<file path="src/rtl/harvard_mem_sequencer.sv">
// Runs a Harvard-style CPU from one single-ported unified memory: instruction fetch, then an optional data access, then one clock_enable pulse.
// Define HARVARD_SEQ_PERF_EN to add the perf_cycles / perf_retired / perf_stall counter outputs.
module harvard_mem_sequencer #(
    parameter int WAIT_LIMIT = 255,
    parameter int ADDR_W     = 32
) (
    input  logic              clk,
    input  logic              reset,
    input  logic [31:0]       cpu_instr_address,
    output logic [31:0]       cpu_instr_readdata,
    input  logic [31:0]       cpu_data_address,
    input  logic              cpu_data_read,
    input  logic              cpu_data_write,
    input  logic [31:0]       cpu_data_writedata,
    output logic [31:0]       cpu_data_readdata,
    input  logic              cpu_active,
    output logic              cpu_clock_enable,
    output logic [ADDR_W-1:0] mem_address,
    output logic              mem_read,
    output logic              mem_write,
    output logic [31:0]       mem_writedata,
    input  logic              mem_waitrequest,
    input  logic [31:0]       mem_readdata,
    output logic              bus_error,
    output logic [2:0]        dbg_state
`ifdef HARVARD_SEQ_PERF_EN
    ,
    output logic [31:0]       perf_cycles,
    output logic [31:0]       perf_retired,
    output logic [31:0]       perf_stall
`endif
);

    localparam int CNT_W = (WAIT_LIMIT < 1) ? 1 : $clog2(WAIT_LIMIT + 1);
    localparam logic [CNT_W-1:0] CNT_MAX   = '1;
    localparam logic [CNT_W-1:0] CNT_LIMIT = CNT_W'(WAIT_LIMIT);

    typedef enum logic [2:0] {
        S_IDLE       = 3'd0,
        S_FETCH      = 3'd1,
        S_FETCH_WAIT = 3'd2,
        S_DATA       = 3'd3,
        S_DATA_WAIT  = 3'd4,
        S_EXEC       = 3'd5,
        S_HALTED     = 3'd6
    } state_e;

    state_e           state_q, state_d;
    state_e           accept_state;
    logic [31:0]      instr_q, instr_d;
    logic [31:0]      data_q, data_d;
    logic             bus_error_q, bus_error_d;
    logic [CNT_W-1:0] wait_cnt_q, wait_cnt_d;
    logic [CNT_W-1:0] wait_inc;

    assign wait_inc = (wait_cnt_q == CNT_MAX) ? wait_cnt_q : wait_cnt_q + 1'b1;

    // Memory outputs are decoded from state so an asynchronous reset clears them at once.
    always_comb begin
        state_d          = state_q;
        accept_state     = state_q;
        instr_d          = instr_q;
        data_d           = data_q;
        bus_error_d      = bus_error_q;
        wait_cnt_d       = wait_cnt_q;
        mem_read         = 1'b0;
        mem_write        = 1'b0;
        mem_address      = '0;
        mem_writedata    = '0;
        cpu_clock_enable = 1'b0;

        case (state_q)
            S_IDLE: begin
                state_d = S_FETCH;
            end
            S_FETCH: begin
                mem_read     = 1'b1;
                mem_address  = ADDR_W'(cpu_instr_address);
                accept_state = S_FETCH_WAIT;
            end
            S_FETCH_WAIT: begin
                instr_d = mem_readdata;
                state_d = S_DATA;
            end
            S_DATA: begin
                // A simultaneous load+store is illegal; it is flagged and carried out as the store.
                if (cpu_data_write) begin
                    mem_write     = 1'b1;
                    mem_address   = ADDR_W'(cpu_data_address);
                    mem_writedata = cpu_data_writedata;
                    accept_state  = S_EXEC;
                    if (cpu_data_read) begin
                        bus_error_d = 1'b1;
                    end
                end else if (cpu_data_read) begin
                    mem_read     = 1'b1;
                    mem_address  = ADDR_W'(cpu_data_address);
                    accept_state = S_DATA_WAIT;
                end else begin
                    state_d = S_EXEC;
                end
            end
            S_DATA_WAIT: begin
                data_d  = mem_readdata;
                state_d = S_EXEC;
            end
            S_EXEC: begin
                cpu_clock_enable = 1'b1;
                state_d          = cpu_active ? S_FETCH : S_HALTED;
            end
            S_HALTED: begin
                state_d = S_HALTED;
            end
            default: begin
                state_d = S_HALTED;
            end
        endcase

        if (mem_read || mem_write) begin
            if (!mem_waitrequest) begin
                state_d = accept_state;
            end else if (wait_inc >= CNT_LIMIT) begin
                bus_error_d = 1'b1;
                state_d     = S_HALTED;
            end else begin
                wait_cnt_d = wait_inc;
            end
        end

        if (state_d != state_q) begin
            wait_cnt_d = '0;
        end
    end

    always_ff @(posedge clk or negedge reset) begin
        if (!reset) begin
            state_q     <= S_IDLE;
            instr_q     <= '0;
            data_q      <= '0;
            bus_error_q <= 1'b0;
            wait_cnt_q  <= '0;
        end else begin
            state_q     <= state_d;
            instr_q     <= instr_d;
            data_q      <= data_d;
            bus_error_q <= bus_error_d;
            wait_cnt_q  <= wait_cnt_d;
        end
    end

    assign cpu_instr_readdata = instr_q;
    assign cpu_data_readdata  = data_q;
    assign bus_error          = bus_error_q;
    assign dbg_state          = state_q;

`ifdef HARVARD_SEQ_PERF_EN
    logic [31:0] perf_cycles_q, perf_cycles_d;
    logic [31:0] perf_retired_q, perf_retired_d;
    logic [31:0] perf_stall_q, perf_stall_d;

    // Stall cycles are those where a request is presented and the memory holds it off.
    always_comb begin
        perf_cycles_d  = perf_cycles_q;
        perf_retired_d = perf_retired_q;
        perf_stall_d   = perf_stall_q;
        if (state_q != S_IDLE && state_q != S_HALTED) begin
            perf_cycles_d = perf_cycles_q + 32'd1;
        end
        if (state_q == S_EXEC) begin
            perf_retired_d = perf_retired_q + 32'd1;
        end
        if ((mem_read || mem_write) && mem_waitrequest) begin
            perf_stall_d = perf_stall_q + 32'd1;
        end
    end

    always_ff @(posedge clk or negedge reset) begin
        if (!reset) begin
            perf_cycles_q  <= '0;
            perf_retired_q <= '0;
            perf_stall_q   <= '0;
        end else begin
            perf_cycles_q  <= perf_cycles_d;
            perf_retired_q <= perf_retired_d;
            perf_stall_q   <= perf_stall_d;
        end
    end

    assign perf_cycles  = perf_cycles_q;
    assign perf_retired = perf_retired_q;
    assign perf_stall   = perf_stall_q;
`endif

endmodule

</file>
<file path="config.mk">
export PLATFORM = sky130hd
export DESIGN_NAME = harvard_mem_sequencer
export DESIGN_NICKNAME = d
export VERILOG_FILES = /design/src/rtl/harvard_mem_sequencer.sv
export SDC_FILE = /design/constraint.sdc
export NUM_CORES = 1
export LEC_CHECK = 0
export CORE_MARGIN = 2
export CORE_UTILIZATION = 35
export DETAILED_ROUTE_END_ITERATION = 12
export HOLD_SLACK_MARGIN = 0.1
export PLACE_DENSITY = 0.84
export SETUP_SLACK_MARGIN = 0.5
export SYNTH_ARGS = -nofsm -noshare
export SYNTH_HDL_FRONTEND = slang
export SYNTH_SLANG_ARGS = --single-unit
</file>
<file path="constraint.sdc">
create_clock -name clk -period 2 [get_ports clk]
set_input_delay 0.3 -clock clk [delete_from_list [all_inputs] [get_ports clk]]
set_output_delay 0.3 -clock clk [all_outputs]
set_load 0.02 [all_outputs]
</file>
==> summary.json, run 1 <==
{
  "synth_largest_type_area_fraction": {"value": 0.5142},
  "synth_flop_cell": {"value": "sky130_fd_sc_hd__dfrtp_1"},
  "critical_path_peak_fanout": {"value": 7},
  "die_area": {"value": 11410, "unit": "sq um"},
  "post_synth_instance_area": {"value": 3699, "unit": "sq um"},
  "area_delta_synth_final": {"value": 129.1, "unit": "%"},
  "max-vdd-ir-drop": {"value": 0.001070, "unit": "V"},
  "buffer_type_at_the_clock_tree_root": {"value": "sky130_fd_sc_hd__clkbuf_8"},
  "grt_first_pass_wirelength": {"value": 25.80, "unit": "mm"},
  "power.static_leakage": {"value": 3.888, "unit": "nW"},
  "result_of_the_run": {"value": "finished, violations left"},
  "worst_slew_pin_tran": {"value": 0.5676, "unit": "ns"},
  "wl_met3": {"value": 1.692, "unit": "mm"},
  "whs": {"value": 0.4659, "unit": "ns"},
  "first_pass_iters": {"value": 4},
  "timing_max_transition_violations_final": {"value": 0},
  "crit_path_cell_chain": {"value": "buf_6 -> nand2b_4 -> nor3_4 -> buf_6 -> clkbuf_16 -> a22o_4 -> buf_6"},
  "syn_inst": {"value": 303},
  "wl_met2": {"value": 9.502, "unit": "mm"},
  "top_signal_layer_used": {"value": "met4"},
  "via_count": {"value": 4076},
  "syn_nets": {"value": 438},
  "grt_pass1_vias": {"value": 4410},
  "tritoncts_sinks": {"value": 76},
  "start_util": {"value": 0.3599},
  "diodes": {"value": 0},
  "grt_setup_unrepaired": {"value": "true"},
  "synth_largest_area_cell": {"value": "sky130_fd_sc_hd__dfrtp_1"},
  "portBuffers": {"value": 268},
  "route.detailed.vias_per_inst": {"value": 5.226},
  "critPathArrivalTime": {"value": 1.74, "unit": "ns"},
  "placed_instance_area": {"value": 7257, "unit": "sq um"},
  "finalCritPeriodShare": {"value": 1.019},
  "floorplan.core_area": {"value": 10280, "unit": "sq um"},
  "die-width": {"value": 106.8, "unit": "microns"},
  "synth.distinct_cells": {"value": 38},
  "worst_slack": {"value": -0.03817, "unit": "ns"},
  "cts_inserted_buffers": {"value": 9},
  "powerDensity": {"value": 1314, "unit": "nW/um^2"},
  "wirelength": {"value": 18.44, "unit": "mm"},
  "fin_crit": {"value": 2.038, "unit": "ns"},
  "clockBufferDepth": {"value": 2},
  "h_tree_depth": {"value": 3},
  "drive_above_1_share": {"value": 0.5202},
  "finalSetupViolations": {"value": 32},
  "num_rows": {"value": 37},
  "global_route.overflow_total": {"value": 0},
  "die_h": {"value": 106.8, "unit": "microns"},
  "place_congestion": {"value": 0.8594},
  "gr_usage_total": {"value": 0.2979},
  "hold_path.class": {"value": "in -> async"},
  "max-slew-margin-rel": {"value": 0.6216},
  "detailed_place_hpwl": {"value": 11.16, "unit": "mm"},
  "crit_path_start_kind": {"value": "flop"},
  "syn_area_per_cell": {"value": 12.21, "unit": "sq um"},
  "clock_tree_from_tritoncts": {"value": "yes"},
  "postRouteAntennaNets": {"value": 0},
  "yosys_warnings": {"value": 0},
  "grt_start_max_net_pins": {"value": 29},
  "setup.worst_path.end_class": {"value": "output pin"},
  "synth_area_leaders": {"value": "sky130_fd_sc_hd__dfrtp_1 51%, sky130_fd_sc_hd__mux2_2 19%, sky130_fd_sc_hd__a22o_1 7.6%"},
  "path_class": {"value": "reg -> out"},
  "cts.clk_slew.worst_paths": {"value": 0.08, "unit": "ns"},
  "final_standard_cell_area_without_fillers": {"value": 8472, "unit": "sq um"},
  "final_net_count": {"value": 774},
  "clock-skew-final": {"value": 0.009122, "unit": "ns"},
  "hold_viol_final": {"value": 0},
  "share_of_flip_flops_with_an_asynchronous_set_or_reset_after_synthesis": {"value": 1.000},
  "antenna_violations_before_repair": {"value": 0},
  "critPathMaxStageDelay": {"value": 0.44, "unit": "ns"},
  "post_route_drc_violation_count": {"value": 0},
  "critical_path.slowest_cell": {"value": "sky130_fd_sc_hd__dfrtp_2"},
  "utilization": {"value": 0.8243},
  "synth.ff_latch_count": {"value": 76},
  "clk-insertion-delay-late": {"value": 0.36, "unit": "ns"},
  "failed_checks": {"value": "setup timing"},
  "yosysSeqAreaShare": {"value": 0.5142},
  "avgRoutedWirePerCell": {"value": 23.64, "unit": "microns"},
  "cp_common_cell": {"value": "sky130_fd_sc_hd__buf_6"},
  "num_io_pins": {"value": 269},
  "worstPathRequired": {"value": 1.70, "unit": "ns"},
  "fmax": {"value": 490.6, "unit": "MHz"},
  "drt_iter0_markers": {"value": 230},
  "met1_length": {"value": 6.443, "unit": "mm"},
  "synth-edff-count": {"value": 0},
  "max_cap_violations": {"value": 0}
}
cells in the final DEF (no fill, tap or decap), types with 4 or more instances in the layout:
cell                              count
sky130_fd_sc_hd__nand3_1              4
sky130_fd_sc_hd__nand2_1              6
sky130_fd_sc_hd__dfrtp_2              7
sky130_fd_sc_hd__dlygate4sd2_1       67
sky130_fd_sc_hd__nor2_4               4
sky130_fd_sc_hd__a21oi_1              5
sky130_fd_sc_hd__buf_6               86
sky130_fd_sc_hd__clkbuf_8             9
sky130_fd_sc_hd__a22o_4              31
sky130_fd_sc_hd__mux2_4              64
sky130_fd_sc_hd__nor3_4               5
sky130_fd_sc_hd__dfrtp_1             69
sky130_fd_sc_hd__and2_4              32
sky130_fd_sc_hd__clkdlybuf4s50_1    131
sky130_fd_sc_hd__buf_16               8
sky130_fd_sc_hd__nor3_2               4
sky130_fd_sc_hd__nor2_1               4
sky130_fd_sc_hd__buf_4               37
sky130_fd_sc_hd__buf_12               7
final cells by class:
cell class,count,area (sq um)
flip-flops and latches,76,1911
well taps,136,170.2
repair buffers,345,3645
clock buffers,10,127.6
fillers,553,1805
inverters,4,20.02
clock inverters,6,38.79
multi-input cells,203,2560
cell usage after synthesis (4+ instances only):
cell type                  number
sky130_fd_sc_hd__a22o_1        32
sky130_fd_sc_hd__nand2_1        6
sky130_fd_sc_hd__and2_1        33
sky130_fd_sc_hd__buf_2         11
sky130_fd_sc_hd__mux2_2        62
sky130_fd_sc_hd__nor3_1        10
sky130_fd_sc_hd__clkbuf_1       7
sky130_fd_sc_hd__nand3_1        4
sky130_fd_sc_hd__dfrtp_1       76
sky130_fd_sc_hd__a21oi_1        9
sky130_fd_sc_hd__nor2_1        10
power breakdown:
group          leakage, nW  internal [mW]  switching, mW
combinational         2.90           4.01           3.35
sequential           0.904           2.26          0.455
clock               0.0824          0.448          0.599
total                 3.89           6.73           4.40
cell families after synthesis:
group / share of synthesized area
AO/OA/AOI/OAI: 0.1269
buffers and inverters: 0.03214
adder cells (fa/ha/maj): 0.003382
multiplexers: 0.1976
flip-flops: 0.5142
XOR/XNOR: 0.009474
AND/OR/NAND/NOR: 0.1164
per-stage QoR:
| step | total power [mW] | std cells | setup WS, ns | setup TNS, ns |
|---|---|---|---|---|
| after floorplan | 6.129 | 303 | 0.3289 | 0 |
| after global placement | 8.753 | 718 | -0.3502 | -18.76 |
| after detailed placement | 8.898 | 718 | -0.4034 | -21.11 |
| after CTS | 10.66 | 767 | -0.04654 | -0.8299 |
| after global routing | 11.55 | 780 | -0.09726 | -2.252 |
| final | 11.13 | 780 | -0.03817 | -0.6029 |
path summary, 6_finish.rpt:
path / slack, ns / startpoint / end / cells after the start
min reg2reg: 0.49 / bus_error / bus_error / 1
min in group clk: 0.49 / bus_error / bus_error / 1
max: -0.04 / dbg_state[0] / mem_address[18] / 7
max in group asynchronous: 0.76 / reset / cpu_instr_readdata[3] / 3
max reg2reg: 0.10 / dbg_state[2] / wait_cnt_q[7] / 7
min: 0.47 / reset / cpu_data_readdata[0] / 2
sequential cells by signal, summed over array words and instances (netlist names):
register / cells
bus_error: 1
cpu_data_readdata: 32
cpu_instr_readdata: 32
dbg_state: 3
wait_cnt_q: 8
timing repair:
action	4_1_cts	5_1_grt
setup buffers	24	10
resized for setup	550	41
hold buffers	1	0
setup endpoints to repair	211	144
pin swaps	20	16
hold endpoints to repair	21	0
gates cloned	8	3
critical path, delay by kind of cell (launching register included):
kind,cells,cell delay [ns]
buffers and inverters,4,0.55
flip-flops,1,0.44
AO/OA/AOI/OAI,1,0.22
AND/OR/NAND/NOR,2,0.16
routing by layer:
metal / GRT usage / vias up
met5: 0 / -
met4: 0.1262 / 0
met3: 0.09666 / 54
met2: 0.5332 / 226
met1: 0.3221 / 2013
li1: - / 1783
Note: power is estimated with default switching activity, not from simulation.
==> run 2: changes to the inputs <==
- CORE_MARGIN: 2 -> not set
==> run 2 against run 1 <==
The flow still finishes with violations (setup timing). Clock power increased by 29%. Hold slack got worse by 0.026 ns. Global-route usage increased by 1.7 points. Register-to-register slack improved by 0.05 ns. Final area decreased by 0.15%. Fmax decreased by 4.3%. Clock-buffer cell count increased by 3. Worst setup slack got worse by 0.093 ns. Sequential power about the same. Die area decreased by 3.7%. Routed wire length decreased by 3.1%.
==> summary.json, run 2 (same netlist as run 1, synthesis figures left out) <==
{
  "num_rows": {"value": 37, "change": "unchanged"},
  "drt_iter0_markers": {"value": 266, "change": "+16%"},
  "first_pass_iters": {"value": 4, "change": "unchanged"},
  "antenna_violations_before_repair": {"value": 0, "change": "unchanged"},
  "startpoint": {"value": "cpu_data_write"},
  "max-slew-margin-rel": {"value": 0.6638, "change": "+0.04225"},
  "max-vdd-ir-drop": {"value": 0.0009440, "unit": "V", "change": "-12%"},
  "wirelength": {"value": 17.86, "unit": "mm", "change": "-3.1%"},
  "max_cap_violations": {"value": 0, "change": "unchanged"},
  "critical_path_peak_fanout": {"value": 8, "change": "+1"},
  "detailed_place_hpwl": {"value": 11.03, "unit": "mm", "change": "-1.2%"},
  "whs": {"value": 0.4397, "unit": "ns", "change": "-0.02619 ns"},
  "critPathCapture": {"value": "mem_address[18]"},
  "postRouteAntennaNets": {"value": 0, "change": "unchanged"},
  "clockBufferDepth": {"value": 2, "change": "unchanged"},
  "regArea": {"value": 1908, "unit": "sq um", "change": "-0.13%"},
  "layoutNonFillerInstCount": {"value": 783, "change": "+0.38%"},
  "timing_max_transition_violations_final": {"value": 0, "change": "unchanged"},
  "portBuffers": {"value": 268, "change": "unchanged"},
  "post_route_drc_violation_count": {"value": 0, "change": "unchanged"},
  "r2r_setup_slack": {"value": 0.15, "unit": "ns", "change": "+0.05 ns"},
  "via_count": {"value": 4074, "change": "-0.049%"},
  "utilization": {"value": 0.8231, "change": "-0.001217"},
  "clock_tree_from_tritoncts": {"value": "yes"},
  "start_util": {"value": 0.3599, "change": "unchanged"},
  "h_tree_depth": {"value": 3, "change": "unchanged"},
  "cts.clk_slew.worst_paths": {"value": 0.08, "unit": "ns", "change": "about the same"},
  "hold_viol_final": {"value": 0, "change": "unchanged"},
  "finalSetupViolations": {"value": 32, "change": "unchanged"},
  "worst_slack": {"value": -0.1308, "unit": "ns", "change": "-0.09260 ns"},
  "hold_path.class": {"value": "in -> async"},
  "gr_usage_total": {"value": 0.3153, "change": "+0.01742"},
  "powerDensity": {"value": 1342, "unit": "nW/um^2", "change": "+2.1%"},
  "placedCellCount": {"value": 714, "change": "-0.56%"},
  "floorplan.core_area": {"value": 10280, "unit": "sq um", "change": "unchanged"},
  "diodes": {"value": 0, "change": "unchanged"},
  "area_delta_synth_final": {"value": 128.7, "unit": "%"},
  "grt_start_max_net_pins": {"value": 35, "change": "+21%"},
  "clk-insertion-delay-late": {"value": 0.36, "unit": "ns", "change": "about the same"},
  "grt_pass1_vias": {"value": 4410, "change": "unchanged"},
  "final_net_count": {"value": 777, "change": "+0.39%"},
  "finalCritPeriodShare": {"value": 1.065, "change": "+0.04630"},
  "placed_instance_area": {"value": 7252, "unit": "sq um", "change": "about the same"},
  "final_standard_cell_area_without_fillers": {"value": 8459, "unit": "sq um", "change": "-0.15%"},
  "drive_above_1_share": {"value": 0.5100, "change": "-0.01014"},
  "reg2regPathDepth": {"value": 7, "change": "unchanged"},
  "num_io_pins": {"value": 269, "change": "unchanged"},
  "r2r-start": {"value": "dbg_state[2]"},
  "fmax": {"value": 469.3, "unit": "MHz", "change": "-4.3%"},
  "mostFrequentLayoutCells": {"value": "132 x sky130_fd_sc_hd__clkdlybuf4s50_1, 71 x sky130_fd_sc_hd__dfrtp_1, 64 x sky130_fd_sc_hd__dlygate4sd2_1"},
  "global_route.overflow_total": {"value": 0, "change": "unchanged"},
  "worstPathRequired": {"value": 1.70, "unit": "ns", "change": "about the same"},
  "worstReg2RegEnd": {"value": "wait_cnt_q[7]"},
  "fin_setup_tns": {"value": -3.540, "unit": "ns", "change": "-2.937 ns"},
  "buffer_type_at_the_clock_tree_root": {"value": "sky130_fd_sc_hd__clkbuf_8"},
  "fin_crit": {"value": 2.131, "unit": "ns", "change": "+0.09260 ns"},
  "clock-skew-final": {"value": 0.01528, "unit": "ns", "change": "+0.006156 ns"},
  "place_congestion": {"value": 0.8297, "change": "-3.5%"},
  "die_h": {"value": 104.8, "unit": "microns", "change": "-1.9%"},
  "die_area": {"value": 10980, "unit": "sq um", "change": "-3.7%"},
  "worst_slew_pin_tran": {"value": 0.5043, "unit": "ns", "change": "-0.06338 ns"},
  "path_class": {"value": "in -> out"},
  "cts_inserted_buffers": {"value": 9, "change": "unchanged"},
  "tritoncts_sinks": {"value": 76, "change": "unchanged"},
  "crit_path_start_kind": {"value": "primary input"},
  "grt_setup_unrepaired": {"value": "true"},
  "grt_first_pass_wirelength": {"value": 26.16, "unit": "mm", "change": "+1.4%"},
  "setup.worst_path.end_class": {"value": "output pin"},
  "mostFrequentLayoutCell": {"value": "sky130_fd_sc_hd__clkdlybuf4s50_1"},
  "filler_cell_count": {"value": 580, "change": "+4.9%"},
  "multi_input_comb_area": {"value": 2487, "unit": "sq um", "change": "-2.8%"},
  "result_of_the_run": {"value": "finished, violations left"},
  "route.detailed.vias_per_inst": {"value": 5.203, "change": "-0.43%"},
  "critPathArrivalTime": {"value": 1.83, "unit": "ns", "change": "+0.09 ns"},
  "failed_checks": {"value": "setup timing"},
  "avgRoutedWirePerCell": {"value": 22.81, "unit": "microns", "change": "-3.5%"},
  "power.static_leakage": {"value": 3.885, "unit": "nW", "change": "about the same"},
  "die-width": {"value": 104.8, "unit": "microns", "change": "-1.9%"}
}
[run 2: worst min path at each step]
stage | slack (ns) | cells past startpoint | to | start
CTS | 0.44 | 2 | cpu_data_readdata[26] | reset
finish | 0.44 | 2 | cpu_data_readdata[1] | reset
global placement | 0.29 | 1 | cpu_data_readdata[1] | reset
floorplan | 0.004 | 0 | bus_error | reset
global route | 0.47 | 2 | cpu_data_readdata[26] | reset
detailed placement | 0.29 | 1 | cpu_data_readdata[26] | reset
[run 2: power breakdown]
| part | switching [mW] | leakage [nW] | internal (mW) |
|---|---|---|---|
| Clock | 0.579 | 0.114 | 0.775 |
| Combinational | 3.30 | 2.86 | 4.01 |
| Sequential | 0.423 | 0.908 | 2.26 |
| Total | 4.30 | 3.89 | 7.05 |
[run 2: routing by layer]
metal / wire length, microns / GRT usage
met5: 0 / 0
met4: 347 / 0.09960
met3: 1437 / 0.09046
met2: 9336 / 0.5601
met1: 6741 / 0.3651
[run 2: through the flow]
stage / power (mW) / setup slack (ns)
floorplan: 6.129 / 0.3289
global placement: 8.722 / -0.3503
detailed placement: 8.869 / -0.3765
CTS: 10.94 / -0.1269
global route: 11.80 / -0.1739
finish: 11.35 / -0.1308
[run 2: critical path: stages]
cell and delay [ns]:
sky130_fd_sc_hd__clkdlybuf4s50_1 0.49, sky130_fd_sc_hd__nor2_2 0.22, sky130_fd_sc_hd__nor3_4 0.06, sky130_fd_sc_hd__buf_12 0.14, sky130_fd_sc_hd__buf_12 0.12, sky130_fd_sc_hd__buf_16 0.14
sky130_fd_sc_hd__a22o_4 0.22, sky130_fd_sc_hd__buf_6 0.13
[run 2: timing repair]
item | in CTS | in global routing
hold buffers | 1 | 0
endpoints found under the setup margin | 211 | 146
resized for setup | 510 | 26
gates cloned | 10 | 4
pin swaps | 20 | 28
buffers inserted | 23 | 15
endpoints found under the hold margin | 19 | 0
[run 2: cell type report]
cell class	instances	share of cell area
multi-input combinational	204	0.2940
clock buffer	13	0.01878
sequential	76	0.2256
clock inverter	3	0.008135
inverter	4	0.002367
timing repair buffer	347	0.4310
tap	136	0.02012
